===== src/rtl/spi_pkg.sv =====
// rtl/spi_pkg.sv - shared FSM encoding and spi_module field constants
//
// Purpose : types and constants used by spi_burst_ctrl and its helpers.
// Ports   : none (package).

package spi_pkg;

   typedef enum logic [2:0] {
      ST_IDLE   = 3'd0,
      ST_LOAD   = 3'd1,
      ST_STROBE = 3'd2,
      ST_WAIT   = 3'd3,
      ST_STORE  = 3'd4,
      ST_FIN    = 3'd5
   } state_t;

   localparam int         MODE_START_BIT  = 3;
   localparam logic [7:0] MODE_IDLE       = 8'h00;
   localparam int         STATUS_DONE_BIT = 0;

endpackage


===== src/rtl/sync_fifo.sv =====
// rtl/sync_fifo.sv - single-clock show-ahead FIFO with full/empty flags
//
// Purpose : byte queue for the TX and RX paths of spi_burst_ctrl.
// Ports   : I_clk, I_rst_n (async, active-low)
//           I_wr/I_wdata  push, ignored when full unless a pop happens in the same cycle
//           I_rd          pop, ignored when empty
//           O_rdata       head entry, valid while !O_empty
//           O_full/O_empty status flags

module sync_fifo #(
   parameter int DATA_W = 8,
   parameter int DEPTH  = 16,
   parameter int AW     = $clog2(DEPTH)
) (
   input  logic              I_clk,
   input  logic              I_rst_n,
   input  logic              I_wr,
   input  logic [DATA_W-1:0] I_wdata,
   input  logic              I_rd,
   output logic [DATA_W-1:0] O_rdata,
   output logic              O_full,
   output logic              O_empty
);

   logic [DATA_W-1:0] r_mem [DEPTH];
   // One extra pointer bit distinguishes full from empty when the low bits match.
   logic [AW:0]       r_wp;
   logic [AW:0]       r_rp;
   logic              w_do_wr;
   logic              w_do_rd;

   assign O_empty = (r_wp == r_rp);
   assign O_full  = (r_wp[AW] != r_rp[AW]) && (r_wp[AW-1:0] == r_rp[AW-1:0]);
   assign w_do_rd = I_rd && !O_empty;
   // A same-cycle pop frees the slot being written, so a full FIFO still accepts.
   assign w_do_wr = I_wr && (!O_full || w_do_rd);
   assign O_rdata = r_mem[r_rp[AW-1:0]];

   always_ff @(posedge I_clk or negedge I_rst_n) begin
      if (!I_rst_n) begin
         r_wp <= '0;
         r_rp <= '0;
      end else begin
         if (w_do_wr) r_wp <= r_wp + 1'b1;
         if (w_do_rd) r_rp <= r_rp + 1'b1;
      end
   end

   always_ff @(posedge I_clk) begin
      if (w_do_wr) r_mem[r_wp[AW-1:0]] <= I_wdata;
   end

endmodule


===== src/rtl/spi_burst_ctrl.sv =====
// rtl/spi_burst_ctrl.sv - byte sequencer feeding spi_module from host TX/RX FIFOs
//
// Purpose : runs a burst of I_len bytes through spi_module, one strobe per byte,
//           holding chip-select for the whole burst and collecting RX bytes.
// Ports   : I_clk, I_rst_n (async, active-low)
//           host  : I_tx_wr/I_tx_data/O_tx_full, I_rx_rd/O_rx_data/O_rx_empty
//           ctrl  : I_start, I_len, I_cpol_cpha, I_sck_div, O_busy, O_done, O_err
//           spi   : O_spi_tx_data, I_spi_rx_data, O_spi_mode, O_spi_sck_div, I_spi_status

module spi_burst_ctrl
   import spi_pkg::*;
#(
   parameter int FIFO_DEPTH = 16,
   parameter int AW         = 4
) (
   input  logic       I_clk,
   input  logic       I_rst_n,
   input  logic       I_tx_wr,
   input  logic [7:0] I_tx_data,
   output logic       O_tx_full,
   input  logic       I_rx_rd,
   output logic [7:0] O_rx_data,
   output logic       O_rx_empty,
   input  logic       I_start,
   input  logic [7:0] I_len,
   input  logic [1:0] I_cpol_cpha,
   input  logic [7:0] I_sck_div,
   output logic       O_busy,
   output logic       O_done,
   output logic       O_err,
   output logic [7:0] O_spi_tx_data,
   input  logic [7:0] I_spi_rx_data,
   output logic [7:0] O_spi_mode,
   output logic [7:0] O_spi_sck_div,
   input  logic [7:0] I_spi_status
);

   state_t     r_state;
   state_t     w_next;
   logic [7:0] r_len;
   logic [1:0] r_mode;
   logic [7:0] r_div;
   logic       r_err;
   logic [7:0] r_tx_data;
   logic [7:0] r_rx_byte;
   logic       r_stat_d;
   logic       w_cpl;
   logic       w_tx_pop;
   logic       w_tx_empty;
   logic [7:0] w_tx_head;
   logic       w_rx_push;
   logic       w_rx_full;
   logic       w_unused_status;

   assign w_unused_status = |I_spi_status[7:1];
   assign w_cpl           = I_spi_status[STATUS_DONE_BIT] && !r_stat_d;

   assign O_err         = r_err;
   assign O_spi_tx_data = r_tx_data;
   assign O_spi_sck_div = r_div;

   sync_fifo #(.DATA_W(8), .DEPTH(FIFO_DEPTH), .AW(AW)) u_tx_fifo (
      .I_clk   (I_clk),
      .I_rst_n (I_rst_n),
      .I_wr    (I_tx_wr),
      .I_wdata (I_tx_data),
      .I_rd    (w_tx_pop),
      .O_rdata (w_tx_head),
      .O_full  (O_tx_full),
      .O_empty (w_tx_empty)
   );

   sync_fifo #(.DATA_W(8), .DEPTH(FIFO_DEPTH), .AW(AW)) u_rx_fifo (
      .I_clk   (I_clk),
      .I_rst_n (I_rst_n),
      .I_wr    (w_rx_push),
      .I_wdata (r_rx_byte),
      .I_rd    (I_rx_rd),
      .O_rdata (O_rx_data),
      .O_full  (w_rx_full),
      .O_empty (O_rx_empty)
   );

   always_ff @(posedge I_clk or negedge I_rst_n) begin
      if (!I_rst_n) r_state <= ST_IDLE;
      else          r_state <= w_next;
   end

   always_comb begin
      w_next     = r_state;
      w_tx_pop   = 1'b0;
      w_rx_push  = 1'b0;
      O_spi_mode = MODE_IDLE;
      O_busy     = 1'b0;
      O_done     = 1'b0;
      case (r_state)
         ST_IDLE: begin
            // A zero-length burst goes straight to FIN so the host still sees O_done.
            if (I_start) w_next = (I_len == 8'd0) ? ST_FIN : ST_LOAD;
         end
         ST_LOAD: begin
            w_tx_pop   = !w_tx_empty;
            O_busy     = 1'b1;
            O_spi_mode = {6'b0, r_mode};
            w_next     = ST_STROBE;
         end
         ST_STROBE: begin
            O_busy                     = 1'b1;
            O_spi_mode                 = {6'b0, r_mode};
            O_spi_mode[MODE_START_BIT] = 1'b1;
            w_next                     = ST_WAIT;
         end
         ST_WAIT: begin
            O_busy     = 1'b1;
            O_spi_mode = {6'b0, r_mode};
            if (w_cpl) w_next = ST_STORE;
         end
         ST_STORE: begin
            w_rx_push  = 1'b1;
            O_busy     = 1'b1;
            O_spi_mode = {6'b0, r_mode};
            w_next     = (r_len == 8'd1) ? ST_FIN : ST_LOAD;
         end
         ST_FIN: begin
            O_done = 1'b1;
            w_next = ST_IDLE;
         end
         default: w_next = ST_IDLE;
      endcase
   end

   always_ff @(posedge I_clk or negedge I_rst_n) begin
      if (!I_rst_n) begin
         r_len     <= 8'd0;
         r_mode    <= 2'd0;
         r_div     <= 8'd0;
         r_err     <= 1'b0;
         r_tx_data <= 8'd0;
         r_rx_byte <= 8'd0;
         r_stat_d  <= 1'b0;
      end else begin
         r_stat_d <= I_spi_status[STATUS_DONE_BIT];
         case (r_state)
            ST_IDLE: begin
               if (I_start && I_len != 8'd0) begin
                  r_len  <= I_len;
                  r_mode <= I_cpol_cpha;
                  r_div  <= I_sck_div;
                  r_err  <= 1'b0;
               end
            end
            ST_LOAD: begin
               // TX underflow sends a filler byte rather than stalling the burst.
               r_tx_data <= w_tx_empty ? 8'h00 : w_tx_head;
               if (w_tx_empty) r_err <= 1'b1;
            end
            ST_WAIT: begin
               if (w_cpl) r_rx_byte <= I_spi_rx_data;
            end
            ST_STORE: begin
               r_len <= r_len - 8'd1;
               // Byte is lost only if the RX FIFO is full and the host is not popping now.
               if (w_rx_full && !I_rx_rd) r_err <= 1'b1;
            end
            default: ;
         endcase
      end
   end

endmodule


===== config.mk =====
export PLATFORM = sky130hd
export DESIGN_NAME = spi_burst_ctrl
export DESIGN_NICKNAME = d
export VERILOG_FILES = /design/src/rtl/spi_pkg.sv /design/src/rtl/sync_fifo.sv /design/src/rtl/spi_burst_ctrl.sv
export SDC_FILE = /design/constraint.sdc
export NUM_CORES = 1
export LEC_CHECK = 0
export ABC_CLOCK_PERIOD_IN_PS = 4600
export BUFFER_PORTS_ARGS = -buffer_cell sky130_fd_sc_hd__buf_2
export CAP_MARGIN = 0
export CELL_PAD_IN_SITES_DETAIL_PLACEMENT = 1
export CELL_PAD_IN_SITES_GLOBAL_PLACEMENT = 2
export CORE_AREA = 2 2 158 175
export DETAILED_ROUTE_END_ITERATION = 6
export DIE_AREA = 0 0 160 177
export PLACE_DENSITY = 0.87
export REMOVE_ABC_BUFFERS = 1
export SLEW_MARGIN = 25
export SYNTH_ARGS = -nofsm -noshare
export SYNTH_HDL_FRONTEND = slang
export SYNTH_SLANG_ARGS = --single-unit

===== constraint.sdc =====
create_clock -name I_clk -period 4.6 [get_ports I_clk]
set_input_delay 0.23 -clock I_clk [delete_from_list [all_inputs] [get_ports I_clk]]
set_output_delay 0.23 -clock I_clk [all_outputs]
set_load 0.02 [all_outputs]

Word level (Yosys, flattened, before mapping)
Memories as Yosys holds them, arrays and structs flattened.
Index checks and enable logic that the tools add are counted.
- flip-flop bits (word level): 59
- RAM bits: 256
- output and inout port bits: 37
- memories kept: 2
- memories (memory ; depth ; width ; rd ports ; clocked after memory_dff ; wr ports ; RTL line ; source):
    u_rx_fifo.r_mem ; 16 ; 8 ; 1 ; 0 ; 1 ; sync_fifo.sv:25 ; logic [DATA_W-1:0] r_mem [DEPTH];
    u_tx_fifo.r_mem ; 16 ; 8 ; 1 ; 0 ; 1 ; sync_fifo.sv:25 ;
- add/subtract/negate cells: 5
- equal/unequal tests: 17
- mux-type cells: 21
- reduce and logical (&&, ||, !) cells: 29
- operators by type and width (kind ; count):
    $add 5x1->5 const B ; 4
    $mux 8 ; 2
    $pmux 8 s2 ; 1
    $pmux 3 s5 ; 1
    $mux 3 ; 4
    $mux 1 ; 11
    $eq 5x5->1 ; 2
    $logic_and 1x1->1 ; 9
    $eq 4x4->1 ; 2
    $eq 8x1->1 const B ; 1
    $logic_not 8->1 ; 1
    $ne 2x2->1 const B ; 4
    $pmux 4 s2 ; 1
    $reduce_and 2->1 ; 4
    $reduce_bool 8->1 ; 1
    $sub 8x1->8 const B ; 1
    $eq 3x2->1 const B ; 2
    $eq 3x3->1 const B ; 2
    $logic_not 1->1 ; 6
    $reduce_and 4->1 ; 1
    $reduce_or 4->1 ; 1
    $eq 3x1->1 const B ; 1
    $logic_not 3->1 ; 1
    $pmux 1 s3 ; 1
    6 further kinds ; 8

Depth between registers and ports, before layout
- depth in word-level cells: 8
- depth in mapped cells: 7
- depth with buffers taken out: 6

By module
From an unflattened synthesis, not the netlist that was laid out.
- cells, all modules: 705
- area, all modules: 12918.6 um^2
- by module, submodules not included (module ; times used ; cells an instance ; area each (um^2) ; sequential area each (um^2)):
    sync_fifo at u_rx_fifo ; 1 ; 269 ; 5547.8 ; 4093.9
    sync_fifo at u_tx_fifo ; 1 ; 269 ; 5536.6 ; 4093.9
    spi_burst_ctrl ; 1 ; 167 ; 1834.3 ; 975.9

Worst setup path before layout
No wires, ideal clock.
- kind: register to register
- from: reg r_state[2]
- to: mem u_tx_fifo.r_mem[3][0], enable pin
- library setup time: 0.383 ns
- data arrival time: 1.760 ns
- data required time: 4.217 ns
- setup slack: 2.456 ns
- cell stages (with the launch flop): 6
- cells stage by stage: dfrtp_1 buf_6 or3b_4 nand2_1 o211ai_1 nor3_1
- word-level cells in the longest chain between the ends: 7
- RTL lines (item ; RTL line ; source):
    from (decl) ; spi_burst_ctrl.sv:38 ; state_t r_state;
    from (signal assigned) ; spi_burst_ctrl.sv:86 ; else r_state <= w_next;
    $eq 3x1->1 ; spi_burst_ctrl.sv:96 ; case (r_state)
    $mux 1 ; spi_burst_ctrl.sv:96 ;
    $logic_and 1x1->1 ; sync_fifo.sv:34 ; assign w_do_rd = I_rd && !O_empty;
    $logic_or 1x1->1 ; sync_fifo.sv:36 ; assign w_do_wr = I_wr && (!O_full || w_do_rd);
    $logic_and 1x1->1 ; sync_fifo.sv:36 ;
    $mux 1 ; sync_fifo.sv:50 ; if (w_do_wr) r_mem[r_wp[AW-1:0]] <= I_wdata;
    $mux 1 (not written as such) ; sync_fifo.sv:50 ;
    to (decl) ; sync_fifo.sv:25 ;
No other way between the ends.

Worst setup path in the final report
- from: reg u_rx_fifo.r_rp[0]
- to: out O_rx_data[6]
- word-level cells in the longest chain between the ends: 1
- RTL lines (item ; RTL line ; source):
    from (decl) ; sync_fifo.sv:28 ; logic [AW:0] r_rp;
    from (signal assigned) ; sync_fifo.sv:45 ; if (w_do_rd) r_rp <= r_rp + 1'b1;
    $mem_v2 16x8 ; -- ;
    to (decl) ; spi_burst_ctrl.sv:22 ; output logic [7:0] O_rx_data,
No other way between the ends.

==> out/results.txt <==
Run status = complete, no violations
Worst Hold End = r_len[3]
Drt total wl = 26900 µm
Worst setup margin = 1.45 ns
Post-synth top area share = 59.8%
Initial Util = 48.3%
Slowest stage cell, crit path = dfrtp_2
Mux contribution to synthesized area = 14.9%
Share of cells above drive strength 1 = 26.4%
Drt initial violations = 452
Worst-path clk slew = 0.06 ns
Global-route wire length before repair = 42300 µm
Adder-Cell Fraction of Synth Area = 1.17%
Post-synth EDFFs = 256
Setup crit end kind = primary output
H-tree levels = 1
Rows = 63
Hold path depth = 3
Initial antenna violation count = 0
Ranking of synthesized cells by area = edfxtp_1, dfrtp_1, mux4_2
Final Hold Vio Count = 0
Setup TNS = 0 ns
Nets = 865
# setup viols final = 0
Largest stage delay on the critical path = 0.74 ns
Port buffer count = 71
F_max = 0.318 GHz
Vias in the first global route = 7235
Die extent in x = 160 µm
Post-route DRC = 0
Ant diodes = 0
Top post-synthesis cells by count = edfxtp_1, mux4_2, dfrtp_1, nand2_1, mux2_2
Register area share after synthesis = 71.3%
Worst vdd ir = 388 µV
CP bufs+invs = 2
Syn. warnings = 0
Minimum clock period after layout = 3.15 ns
Synth Area in XOR/XNOR = 1.84%
Die height = 177 µm
Most common cell in the netlist = edfxtp_1
Place WS = 1.90 ns
Crit-path cells = buf_4 > mux4_2 > a211oi_1 > a21oi_1 > buf_2
Flop-to-flop setup slack = 1.86 ns
Complex-gate fraction of the synthesized area = 3.06%
Final Max Tran Viols = 0
Mean Syn Cell Area = 18.2 µm²
Die area = 28300 µm²
CTS tree = yes
Largest net degree at the start of global routing = 60
RSZ-0062 raised after global routing = no
ANT nets after route = 0
Root Driver = clkbuf_16
Main combinational cell family by area after synthesis = multiplexers
Cell count of the worst reg-to-reg path = 6
Critical Path AT = 2.92 ns
Post-cts sizing count = 0
Final period utilization = 68.5%
Drt pass-1 iters = 4
Ys flop type = edfxtp_1
Filler cell count = 2499
Via density = 5.58
Min-delay src = I_len[3]
Lkg Pwr = 5.25 nW
Clk_lat worst skew = 0.54 ns
Clock sink count = 315
Post-Syn Area = 12900 µm²
Core area = 26600 µm²
Area taken by multi-input logic gates = 3420 µm²
Distinct cells, synth = 51
GR Util All Layers = 19.4%
Hpwl dp = 17200 µm
Crit path kind = flip-flop to primary output
Crit path max fanout = 20
Clk_skew = 0.00805 ns
Area leader, netlist = edfxtp_1
WL per Instance = 22.6 µm
Clk buf depth = 3
Post-synthesis simple-gate area fraction = 5.46%
Data required, critical path = 4.37 ns
CP top delay family = flip-flops
Routability Congestion = 0.756
RR Startpoint = u_rx_fifo.r_rp[3]
Seq cells post-synth = 315
Hold Crit Class = input port to flip-flop
MaxCap Viol Count = 0
Crit path launch = u_rx_fifo.r_rp[0]
Slew HR = 37.3%
FFs w/ async S/R, synth = 18.7%
CP Launch Type = flip-flop
Mapped Cells = 706
Worst Max-Slew Pin Slew = 0.939 ns
TritonCTS buffer count = 31
Power density over the cells = 630 nW/µm²
Top Ports = 84
Total congestion overflow = 0
Vias = 6620
R2r endpoint = u_rx_fifo.r_mem[8][2]
Storage element area = 9170 µm²
Area growth syn-to-layout = 14.7%
-- cell families (layout without fill, tap and decap cells) --
| logic type | count (synthesis) | after routing |
|---|---|---|
| DFF | 315 | 315 |
| and+or+nand+nor | 124 | 124 |
| muxes | 108 | 108 |
| AOI/OAI and AO/OA | 63 | 63 |
| buffers and inverters | 56 | 176 |
| xor gates and xnor gates | 27 | 27 |
| adders and majority gates | 12 | 12 |
| other | 1 | 5 |
-- report_power, final --
group	internal, mW	switching (mW)
clock network	1.42	1.00
registers	3.64	0.545
logic	1.25	1.43
-- sequential cells by signal (all words and copies together) (netlist names), 5 cells and up --
name,flops
r_len,8
u_tx_fifo.r_mem,128
u_tx_fifo.r_rp,5
O_spi_sck_div,8
u_rx_fifo.r_rp,5
r_rx_byte,8
u_rx_fifo.r_mem,128
O_spi_tx_data,8
u_rx_fifo.r_wp,5
u_tx_fifo.r_wp,5
-- stage by stage --
stage,power (mW),util [%],instance area (µm²),std cells,hold WS [ns]
after floorplan,5.98,-,12600,666,-0.0656
after global placement,6.74,50.7,13500,1103,0.358
after detailed placement,6.94,50.7,13500,1103,0.359
after CTS,9.39,55.4,14700,1187,0.0247
after global routing,9.76,55.4,14700,1187,0.0252
final,9.29,55.4,14700,1187,0.0522
-- how the worst max path moves through the flow --
stage	endpoint	slack, ns	cells past startpoint
after floorplan	u_rx_fifo.r_mem[1][0]	1.32	5
after global placement	u_tx_fifo.r_mem[15][7]	1.97	4
after detailed placement	u_tx_fifo.r_mem[15][7]	1.90	4
after CTS	O_rx_data[6]	1.35	5
after global routing	O_rx_data[6]	1.22	5
final	O_rx_data[6]	1.45	5
-- routing by layer --
layer	routed length [µm]	track usage (%)
met1	10900	24.5
met2	14400	35.5
met3	920	2.51
met4	668	5.22
met5	0	0
-- final cells by class --
cell class | instances | share of cell area, %
flip-flops and latches | 315 | 62.2
multi-input cells | 339 | 23.2
clock buffers | 48 | 5.96
repair buffers | 107 | 4.70
well taps | 357 | 3.03
clock inverters | 9 | 0.679
inverters | 12 | 0.305
-- layout by cell type (no fill, tap or decap), types with 4 or more instances in the layout --
master,count
clkbuf_8,4
dfrtp_1,57
conb_1,5
nor4_1,4
xnor2_1,17
nand2_1,30
nor3_1,7
nor3b_1,4
buf_2,71
clkbuf_16,31
xor2_1,10
a21oi_1,16
mux4_2,64
mux2_2,27
buf_4,9
dlygate4sd3_1,27
and2_1,4
edfxtp_1,256
and3_1,21
o21ai_0,23
inv_1,12
mux2i_1,16
and4_1,4
nor2b_1,17
clkinv_2,4
a211oi_1,10
ha_1,12
nor2_1,13
clkbuf_1,13
-- worst register-to-register path, cell delays in order, from the launching register on --
cell	delay, ns
dfrtp_1	0.88
xor2_1	0.21
nor4_1	0.09
a21oi_1	0.13
buf_4	0.22
nor2b_1	0.34
and3_1	0.51
-- timing repair --
action | in CTS | in global routing
endpoints found under the setup margin | 0 | 0
buffers inserted | 0 | 0
endpoints found under the hold margin | 85 | 0
hold buffers | 27 | 0
No activity file was read; power rests on OpenSTA's default activity.
